<file path="src/rtl/maverickone_exe_mult_accum_pkg.sv">
// Shared definitions for the radix-16 multiply/accumulate consumer stage.
//   XLEN          datapath width (multiple of 8)
//   MULT_ENTRY_W  width of one multiples-table entry, holds 15*(2^XLEN-1)
//   MULT_DIGITS   number of radix-16 digits in an XLEN operand
//   MULT_CNT_W    width of the digit counter (must hold MULT_DIGITS)
//   mult_acc_state_e  FSM states
//   mult_op_e         captured M-extension operation
package maverickone_exe_mult_accum_pkg;

  localparam int XLEN         = 64;
  localparam int MULT_ENTRY_W = XLEN + 4;
  localparam int MULT_DIGITS  = XLEN / 4;
  localparam int MULT_CNT_W   = $clog2(MULT_DIGITS) + 1;
  localparam int MULW_DIGITS  = 8;

  typedef enum logic [1:0] {
    IDLE,
    ITER,
    CORR,
    DONE
  } mult_acc_state_e;

  typedef enum logic [2:0] {
    OP_MUL,
    OP_MULH,
    OP_MULHSU,
    OP_MULHU,
    OP_MULW
  } mult_op_e;

  // Resolves several simultaneous op flags: MULW > MULHU > MULHSU > MULH > MUL.
  function automatic mult_op_e mult_op_decode(input logic mul, input logic mulh,
                                              input logic mulhsu, input logic mulhu,
                                              input logic mulw);
    mult_op_e op;
    op = OP_MUL;
    if (mulw)        op = OP_MULW;
    else if (mulhu)  op = OP_MULHU;
    else if (mulhsu) op = OP_MULHSU;
    else if (mulh)   op = OP_MULH;
    else if (mul)    op = OP_MUL;
    return op;
  endfunction

endpackage

</file>
<file path="src/rtl/maverickone_exe_mult_accum_if.sv">
// Handshake/operand bundle between precompute, this stage and writeback.
//   valid_i/ready_o      upstream handshake (table and operands)
//   MUL_i..MULW_i        op select flags
//   table_i              16 entries k*rs1, entry k at [k*ENTRY_W +: ENTRY_W]
//   rs2_i                multiplier operand
//   rd_o/valid_o/ready_i downstream result handshake
// Modports: master = driving side (upstream + writeback), slave = this stage.
interface maverickone_exe_mult_accum_if;
  import maverickone_exe_mult_accum_pkg::*;

  logic                         valid_i;
  logic                         ready_o;
  logic                         MUL_i;
  logic                         MULH_i;
  logic                         MULHSU_i;
  logic                         MULHU_i;
  logic                         MULW_i;
  logic [16*MULT_ENTRY_W-1:0]   table_i;
  logic [XLEN-1:0]              rs2_i;
  logic [XLEN-1:0]              rd_o;
  logic                         valid_o;
  logic                         ready_i;

  modport master (
    output valid_i, MUL_i, MULH_i, MULHSU_i, MULHU_i, MULW_i, table_i, rs2_i, ready_i,
    input  ready_o, rd_o, valid_o
  );

  modport slave (
    input  valid_i, MUL_i, MULH_i, MULHSU_i, MULHU_i, MULW_i, table_i, rs2_i, ready_i,
    output ready_o, rd_o, valid_o
  );

endinterface

</file>
<file path="src/rtl/maverickone_exe_mult_accum_digit_sel.sv">
// 16:1 selector of one multiples-table entry by the current radix-16 digit.
//   entries_i  packed table, entry k at [k*ENTRY_W +: ENTRY_W]
//   sel_i      digit (0..15)
//   entry_o    selected entry, i.e. digit*rs1
module maverickone_exe_mult_accum_digit_sel
  import maverickone_exe_mult_accum_pkg::*;
(
  input  logic [16*MULT_ENTRY_W-1:0] entries_i,
  input  logic [3:0]                 sel_i,
  output logic [MULT_ENTRY_W-1:0]    entry_o
);

  logic [MULT_ENTRY_W-1:0] entry_arr [16];

  for (genvar gi = 0; gi < 16; gi++) begin : g_unpack
    assign entry_arr[gi] = entries_i[gi*MULT_ENTRY_W +: MULT_ENTRY_W];
  end

  assign entry_o = entry_arr[sel_i];

endmodule

</file>
<file path="src/rtl/maverickone_exe_mult_accum.sv">
// Radix-16 multiply consumer: captures the precomputed multiples table and
// rs2, accumulates one rs2 digit per cycle MSB-first, applies the signed
// high-half corrections and hands the result to writeback.
//   clk_i    clock
//   arst_ni  asynchronous reset, active low
//   bus      slave side of the operand/result handshake bundle
module maverickone_exe_mult_accum
  import maverickone_exe_mult_accum_pkg::*;
(
  input  logic                          clk_i,
  input  logic                          arst_ni,
  maverickone_exe_mult_accum_if.slave   bus
);

  localparam int ENTRY_W = MULT_ENTRY_W;

  mult_acc_state_e            state_reg, state_next;
  mult_op_e                   op_reg;
  logic [16*ENTRY_W-1:0]      table_reg;
  logic [XLEN-1:0]            rs2_reg;
  logic [XLEN-1:0]            shift_reg;
  logic [MULT_CNT_W-1:0]      count_reg;
  logic [2*XLEN-1:0]          acc_reg;
  logic [XLEN-1:0]            rd_reg;

  logic                       any_op;
  logic                       accept;
  mult_op_e                   op_sel;
  logic [ENTRY_W-1:0]         entry_sel;
  logic [XLEN-1:0]            rs1;
  logic [XLEN-1:0]            hi;
  logic [XLEN-1:0]            corr_result;

  assign any_op = bus.MUL_i | bus.MULH_i | bus.MULHSU_i | bus.MULHU_i | bus.MULW_i;
  assign accept = (state_reg == IDLE) && any_op && bus.valid_i;
  assign op_sel = mult_op_decode(bus.MUL_i, bus.MULH_i, bus.MULHSU_i, bus.MULHU_i, bus.MULW_i);

  maverickone_exe_mult_accum_digit_sel u_digit_sel (
    .entries_i (table_reg),
    .sel_i     (shift_reg[XLEN-1 -: 4]),
    .entry_o   (entry_sel)
  );

  // Entry 1 of the table is rs1 itself; no separate rs1 register is needed.
  assign rs1 = table_reg[ENTRY_W +: XLEN];
  assign hi  = acc_reg[2*XLEN-1:XLEN];

  // The accumulator holds the unsigned product; the signed variants subtract
  // the operand cross terms from the high half (mod 2^XLEN).
  always_comb begin
    corr_result = hi;
    case (op_reg)
      OP_MUL:    corr_result = acc_reg[XLEN-1:0];
      OP_MULH:   corr_result = hi - (rs1[XLEN-1] ? rs2_reg : '0)
                                  - (rs2_reg[XLEN-1] ? rs1 : '0);
      OP_MULHSU: corr_result = hi - (rs1[XLEN-1] ? rs2_reg : '0);
      OP_MULHU:  corr_result = hi;
      OP_MULW:   corr_result = {{(XLEN-32){acc_reg[31]}}, acc_reg[31:0]};
      default:   corr_result = hi;
    endcase
  end

  // State register
  always_ff @(posedge clk_i or negedge arst_ni) begin
    if (!arst_ni) state_reg <= IDLE;
    else          state_reg <= state_next;
  end

  // Next-state logic
  always_comb begin
    state_next = state_reg;
    case (state_reg)
      IDLE:    if (accept) state_next = ITER;
      ITER:    if (count_reg == MULT_CNT_W'(1)) state_next = CORR;
      CORR:    state_next = DONE;
      DONE:    if (bus.ready_i) state_next = IDLE;
      default: state_next = IDLE;
    endcase
  end

  // Outputs
  always_comb begin
    bus.ready_o = (state_reg == IDLE) && any_op;
    bus.valid_o = (state_reg == DONE);
  end

  assign bus.rd_o = rd_reg;

  // Datapath
  always_ff @(posedge clk_i or negedge arst_ni) begin
    if (!arst_ni) begin
      op_reg    <= OP_MUL;
      table_reg <= '0;
      rs2_reg   <= '0;
      shift_reg <= '0;
      count_reg <= '0;
      acc_reg   <= '0;
      rd_reg    <= '0;
    end else begin
      case (state_reg)
        IDLE: begin
          if (accept) begin
            table_reg <= bus.table_i;
            rs2_reg   <= bus.rs2_i;
            op_reg    <= op_sel;
            acc_reg   <= '0;
            if (op_sel == OP_MULW) begin
              // Only the low word participates; park it in the top digits.
              shift_reg <= {bus.rs2_i[31:0], {(XLEN-32){1'b0}}};
              count_reg <= MULT_CNT_W'(MULW_DIGITS);
            end else begin
              shift_reg <= bus.rs2_i;
              count_reg <= MULT_CNT_W'(MULT_DIGITS);
            end
          end
        end
        ITER: begin
          acc_reg   <= (acc_reg << 4) + {{(2*XLEN-ENTRY_W){1'b0}}, entry_sel};
          shift_reg <= shift_reg << 4;
          count_reg <= count_reg - MULT_CNT_W'(1);
        end
        CORR:    rd_reg <= corr_result;
        default: ;
      endcase
    end
  end

endmodule

</file>
<file path="src/flat_wrapper.sv">
// flat-port wrapper written by rule: the top's interface ports become plain ports
module maverickone_exe_mult_accum_flat import maverickone_exe_mult_accum_pkg::*;
  (clk_i, arst_ni, bus_valid_i, bus_MUL_i, bus_MULH_i, bus_MULHSU_i, bus_MULHU_i, bus_MULW_i, bus_table_i, bus_rs2_i, bus_ready_i, bus_ready_o, bus_rd_o, bus_valid_o);
  maverickone_exe_mult_accum_if bus_i ();
  input  logic clk_i;
  input  logic arst_ni;
  input wire logic [$bits(bus_i.valid_i)-1:0] bus_valid_i;
  input wire logic [$bits(bus_i.MUL_i)-1:0] bus_MUL_i;
  input wire logic [$bits(bus_i.MULH_i)-1:0] bus_MULH_i;
  input wire logic [$bits(bus_i.MULHSU_i)-1:0] bus_MULHSU_i;
  input wire logic [$bits(bus_i.MULHU_i)-1:0] bus_MULHU_i;
  input wire logic [$bits(bus_i.MULW_i)-1:0] bus_MULW_i;
  input wire logic [$bits(bus_i.table_i)-1:0] bus_table_i;
  input wire logic [$bits(bus_i.rs2_i)-1:0] bus_rs2_i;
  input wire logic [$bits(bus_i.ready_i)-1:0] bus_ready_i;
  output wire logic [$bits(bus_i.ready_o)-1:0] bus_ready_o;
  output wire logic [$bits(bus_i.rd_o)-1:0] bus_rd_o;
  output wire logic [$bits(bus_i.valid_o)-1:0] bus_valid_o;
  assign bus_i.valid_i = bus_valid_i;
  assign bus_i.MUL_i = bus_MUL_i;
  assign bus_i.MULH_i = bus_MULH_i;
  assign bus_i.MULHSU_i = bus_MULHSU_i;
  assign bus_i.MULHU_i = bus_MULHU_i;
  assign bus_i.MULW_i = bus_MULW_i;
  assign bus_i.table_i = bus_table_i;
  assign bus_i.rs2_i = bus_rs2_i;
  assign bus_i.ready_i = bus_ready_i;
  assign bus_ready_o = bus_i.ready_o;
  assign bus_rd_o = bus_i.rd_o;
  assign bus_valid_o = bus_i.valid_o;
  maverickone_exe_mult_accum u_core (.clk_i(clk_i), .arst_ni(arst_ni), .bus(bus_i));
endmodule
</file>
<file path="config.mk">
export PLATFORM = sky130hd
export DESIGN_NAME = maverickone_exe_mult_accum_flat
export DESIGN_NICKNAME = d
export VERILOG_FILES = /design/src/rtl/maverickone_exe_mult_accum_pkg.sv /design/src/rtl/maverickone_exe_mult_accum_if.sv /design/src/rtl/maverickone_exe_mult_accum_digit_sel.sv /design/src/rtl/maverickone_exe_mult_accum.sv /design/src/flat_wrapper.sv
export SDC_FILE = /design/constraint.sdc
export NUM_CORES = 2
export LEC_CHECK = 0
export BUFFER_PORTS_ARGS = -buffer_cell sky130_fd_sc_hd__clkbuf_2
export CAP_MARGIN = 20
export CORE_AREA = 2 2 477 479
export DETAILED_ROUTE_END_ITERATION = 16
export DIE_AREA = 0 0 479 481
export PLACE_DENSITY_LB_ADDON = 0.12
export RECOVER_POWER = 50
export SYNTH_ARGS = -nofsm -noshare
export SYNTH_HDL_FRONTEND = slang
export SYNTH_HIERARCHICAL = 1
export SYNTH_SLANG_ARGS = --single-unit
export TNS_END_PERCENT = 30
</file>
<file path="constraint.sdc">
create_clock -name clk_i -period 18.4 [get_ports clk_i]
set_input_delay 0.92 -clock clk_i [delete_from_list [all_inputs] [get_ports clk_i]]
set_output_delay 0.92 -clock clk_i [all_outputs]
set_load 0.05 [all_outputs]
</file>
Word-level counts from Yosys, hierarchy flattened
Index checks and enable logic that the tools add are counted.
{"block": "word_totals", "reg_bits": 1418, "input_bits": 1161, "output_inout_bits": 66, "wordCells": 59}
{"block": "op_classes", "n_addsub": 4, "n_lt_le_gt_ge": 1, "n_eq_ne": 11, "mux": 22, "bitwise": 5, "n_reduce_logical": 8}
{"cell": "$bmux 68 s4", "count": 1}
{"cell": "$mux 64", "count": 4}
{"cell": "$pmux 128 s2", "count": 1}
{"cell": "$pmux 64 s4", "count": 1}
{"cell": "$mux 68", "count": 2}
{"cell": "$add 128x68->128", "count": 1}
{"cell": "$mux 128", "count": 1}
{"cell": "$pmux 64 s2", "count": 1}
{"cell": "$sub 64x64->64", "count": 2}
{"cell": "$mux 5", "count": 2}
{"cell": "$pmux 5 s2", "count": 1}
{"cell": "$mux 3", "count": 3}
{"cell": "$pmux 2 s4", "count": 1}
{"cell": "$eq 3x3->1 const B", "count": 2}
{"cell": "$mux 2", "count": 3}
{"cell": "$eq 5x1->1 const B", "count": 1}
{"cell": "$ge 5x5->1 const B", "count": 1}
{"cell": "$not 4->5", "count": 1}
{"cell": "$sub 5x1->5 const B", "count": 1}
{"cell": "$eq 2x2->1 const B", "count": 2}
{"cell": "$ne 2x1->1 const B", "count": 2}
{"cell": "$or 1x1->1", "count": 4}
{"cell": "$reduce_and 2->1", "count": 2}
{"cell": "$eq 3x1->1 const B", "count": 1}
{"cell": "other kinds (9)", "count": 10}

Longest topological paths before layout
{"block": "depth", "ltp_word": 8, "ltp_mapped": 28, "ltp_nobuf": 25}

Hierarchy
The synthesis kept the hierarchy.
{"module": "maverickone_exe_mult_accum", "instances": 1, "cells_each": 8119, "area_per_inst_um2": 67733.7, "seq_area_each_um2": 35484.0}
{"module": "maverickone_exe_mult_accum_digit_sel", "instances": 1, "cells_each": 571, "area_per_inst_um2": 7840.0, "seq_area_each_um2": 0.0}

Least setup slack after synthesis
No wires, ideal clock.
{"block": "synth_path", "path_kind": "register to register", "startpoint": "register u_core.table_reg[131]", "endpoint": "register u_core.rd_reg[61] (netlist: u_core/bus.rd_o[61])", "setup_ns": 0.140, "t_arrival_ns": 5.687, "required_time_ns": 18.260, "setup_slack_ns": 12.573, "stages_incl_launch_ff": 26, "n_path_buf": 2, "period_less_slack_ns": 5.827, "path_cell_list": "dfrtp_1 -> clkbuf_1 -> clkbuf_1 -> nand2_1 -> ha_1 -> a21oi_1 -> o211ai_1 -> or3_1 -> or3_1 -> o21a_1 -> and3_1 -> or3_1 -> a21oi_1 -> o21ai_1 -> xor2_1 -> ha_1 -> nand4_1 -> nor3_1 -> nand3_1 -> or3_1 -> o221ai_1 -> o31a_1 -> a41oi_1 -> xnor2_1 -> a221oi_1 -> a211oi_1"}
{"block": "synth_between", "elab_chain_len": 4}
{"element": "start, declared", "line": "maverickone_exe_mult_accum.sv:19", "text": "logic [16*ENTRY_W-1:0] table_reg;"}
{"element": "start signal, assigned", "line": "maverickone_exe_mult_accum.sv:103", "text": "table_reg <= bus.table_i;"}
{"element": "$mux 64 (*)", "line": "maverickone_exe_mult_accum.sv:54, maverickone_exe_mult_accum.sv:56"}
{"element": "$sub 64x64->64 (*)", "line": "maverickone_exe_mult_accum.sv:54, maverickone_exe_mult_accum.sv:56"}
{"element": "$sub 64x64->64", "line": "maverickone_exe_mult_accum.sv:55", "text": "- (rs2_reg[XLEN-1] ? rs1 : '0);"}
{"element": "$pmux 64 s4 (*)", "line": "maverickone_exe_mult_accum.sv:52", "text": "case (op_reg)"}
{"element": "end signal, assigned", "line": "maverickone_exe_mult_accum.sv:122", "text": "CORR: rd_reg <= corr_result;"}
{"element": "end, declared", "line": "maverickone_exe_mult_accum.sv:24", "text": "logic [XLEN-1:0] rd_reg;"}
Mark *: on every way between the ends. The rest lies on a longest branch, timed or not.
A chain may end at the register's enable or synchronous reset.

==> qor.txt <==
Status: finished with violations
Failing checks: capacitance limit, slew limit
Worst slew margin: -3.556
TritonCTS Buffers: 173
Initial antenna violation count: 129
Clock buffer depth: 3
Placed cells: 12,465
Total Power: 21,930 uW
Most common cell in the netlist: nand2_1
Most used cell, CP: clkbuf_1
Area share of the largest cell type after synthesis: 0.4695
Max Fclk: 0.09263 GHz
Reg clk slew, reported paths: 60 ps
WS Path Type: input port to async pin
Final #Nets: 11,000
H-tree depth: 4
Site row count: 175
Crit path largest cell delay: 4660 ps
Largest delay contributor family on the critical path: buffers and inverters
Hold WC Path Type: input port to flop
Static Leak: 0.04549 uW
Layout cell share with drive strength beyond 1: 0.1881
Mapped Cells: 8,690
Core Region: 225,700 sq um
Mean Syn Cell Area: 8.697 sq um
Area of the mapped netlist: 75,570 sq um
Final Instance Area: 89,980 sq um
Non-filler instance count after layout: 12,826
Final WL: 373,600 um
Initial Utilization: 0.3348
Die width: 479 um
Via density: 5.474
Synth async-reset ratio: 1.000
TritonCTS clock tree: built
Max FFs per register: 1,088
Largest net degree at the start of global routing: 212
CP Data Required Time: 19,240 ps
Total GRT Usage: 0.3159
IO Port Bufs: 1,226
DRC Markers: 0
Initial drt markers: 7,829
Buf+Inv Stages, Crit Path: 4
Least-Margin Pin Slew: 6834 ps
Fin crit period: 10,800 ps
Critical path peak fanout: 160
Final hold vios: 0
Die Y: 481 um
Critical Path Start Type: input port
Post-synth EDFFs: 0
P&R area growth vs syn: 19.06%
Drt wl/cell: 29.13 um
Worst EP arrival: 11,630 ps
Top post-synthesis cells by area: dfrtp_1, nand2_1, mux4_2
Critical Path Slowest Stage Cell: clkbuf_1
Ys Warns: 6
Clock sink total: 1,418
Final Setup Violations: 0
Worst-Skew Late Latency: 840 ps
Worst clock skew: 69.37 ps
Synth cell types: 81
Post-synthesis sequential area ratio: 0.4695
Maximum vdd drop: 0.0001559 V
Placed cell area: 84,210 sq um
Yosys top cell by area: dfrtp_1
CP Capture Type: async pin
Fill cell count: 23,136
Die ar.: 230,400 sq um
Max-cap violations: 16
Final Cycle Share: 0.5867
Power Dens Cells: 243.8 nW/um^2
Global-route wire length before repair: 520,200 um
PostCTS Resize Cnt: 0
Vias: 70,212
Vias in the first global route: 68,518
RSZ-0062 raised after global routing: no
Final ANT Viol Nets: 0
Final Wtd Congestion: 0.9301
Ports: 1,227
Syn Nets: 10,052
Cell breakdown of the critical path: clkbuf_1 > clkbuf_1 > clkbuf_1 > buf_12
Pins Over Slew Limit: 844
TritonRoute pass-1 iters: 5
Synth Register Bits: 1,418
Remaining global-route overflow: 0
Clock Tree Root: clkbuf_16
Synth Flop Type: dfrtp_1
# hold bufs at CTS: 0
Setup Fix Bufs, Post-CTS: 0
Final setup TNS: 0 ps
DPL Wire Length: 291,200 um
Core Util, Final: 0.3986
Post-synth top cells: nand2_1, dfrtp_1, clkbuf_1
-- cell usage in the layout (no fill, tap or decap), drive strengths merged, types with 13 or more instances in the layout --
master	count
o21bai	49
nor4	20
a221oi	39
and2	19
dfrtp	1418
nand2	4023
a21o	112
a31oi	28
clkinv	38
o21ai	308
mux4	272
and3	59
o21a	23
ha	198
o22ai	77
nor2	188
a211oi	24
a21oi	324
nand4	80
inv	72
nand2b	23
a22o	13
a221o	33
diode	51
nor3	41
buf	89
o221ai	20
xor2	102
nor2b	13
o31ai	16
nand3	76
a22oi	137
mux2i	34
clkbuf	1495
xnor2	137
or3	34
-- worst min-delay path: cells and delay by family --
family	cells	cell delay (ps)
buf+inv	1	70
simple gates	2	90
-- metrics by stage --
stage / setup slack [ps] / hold slack [ps]
5_1_grt: 5868 / 237.3
6_report: 7605 / 267.0
4_1_cts: 10250 / 61.49
3_5_place_dp: 10260 / 457.0
3_3_place_gp: 10290 / 452.2
2_1_floorplan: 12570 / 437.4
-- cell families (layout without fill, tap and decap cells) --
logic type	after synthesis	after routing	synth area share
adders and majority gates	201	201	0.03358
xor gates and xnor gates	239	239	0.02770
DFF	1418	1418	0.4695
and+or+nand+nor	4601	4601	0.2405
muxes	318	318	0.08735
AOI/OAI and AO/OA	1284	1284	0.1088
buffers and inverters	629	1705	0.03253
other	0	51	0
-- area by class of cell --
| cell class | instances | area, sq um | share of cell area |
|---|---|---|---|
| well taps | 3009 | 3765 | 0.04184 |
| inverters | 70 | 262.8 | 0.002920 |
| diodes | 51 | 127.6 | 0.001418 |
| flip-flops and latches | 1418 | 35490 | 0.3945 |
| multi-input cells | 6643 | 37690 | 0.4188 |
| repair buffers | 1332 | 6940 | 0.07714 |
| clock buffers | 252 | 5099 | 0.05667 |
| clock inverters | 51 | 603.1 | 0.006703 |
-- power by group --
| part | total (uW) | leakage (uW) | internal (uW) | switching, uW |
|---|---|---|---|---|
| Clock | 3470 | 0.00280 | 2000 | 1470 |
| Combinational | 12700 | 0.0249 | 4520 | 8200 |
| Sequential | 5740 | 0.0178 | 4550 | 1200 |
| Total | 21900 | 0.0455 | 11100 | 10900 |
-- path summary, 6_finish.rpt --
path,from,to,slack [ps],depth (start not counted)
worst max-delay path,arst_ni,u_core/table_reg[203],7600,4
worst min-delay path,bus_table_i[693],u_core/table_reg[693],270,3
worst min register to register,u_core/table_reg[330],u_core/table_reg[330],470,2
max in group clk_i,u_core/state_reg[1],u_core/table_reg[743],9680,11
min in group asynchronous,arst_ni,u_core/shift_reg[2],2650,1
worst max register to register,u_core/state_reg[1],u_core/table_reg[743],9680,11
-- per-layer routing --
layer,global-route usage,up-vias,part of all wire
met4,0.1326,24,0.043
li1,-,31178,-
met3,0.05110,588,0.070
met1,0.4423,35176,0.43
met5,0,-,0.00040
met2,0.4847,3246,0.45
No activity file was read; power rests on OpenSTA's default activity.
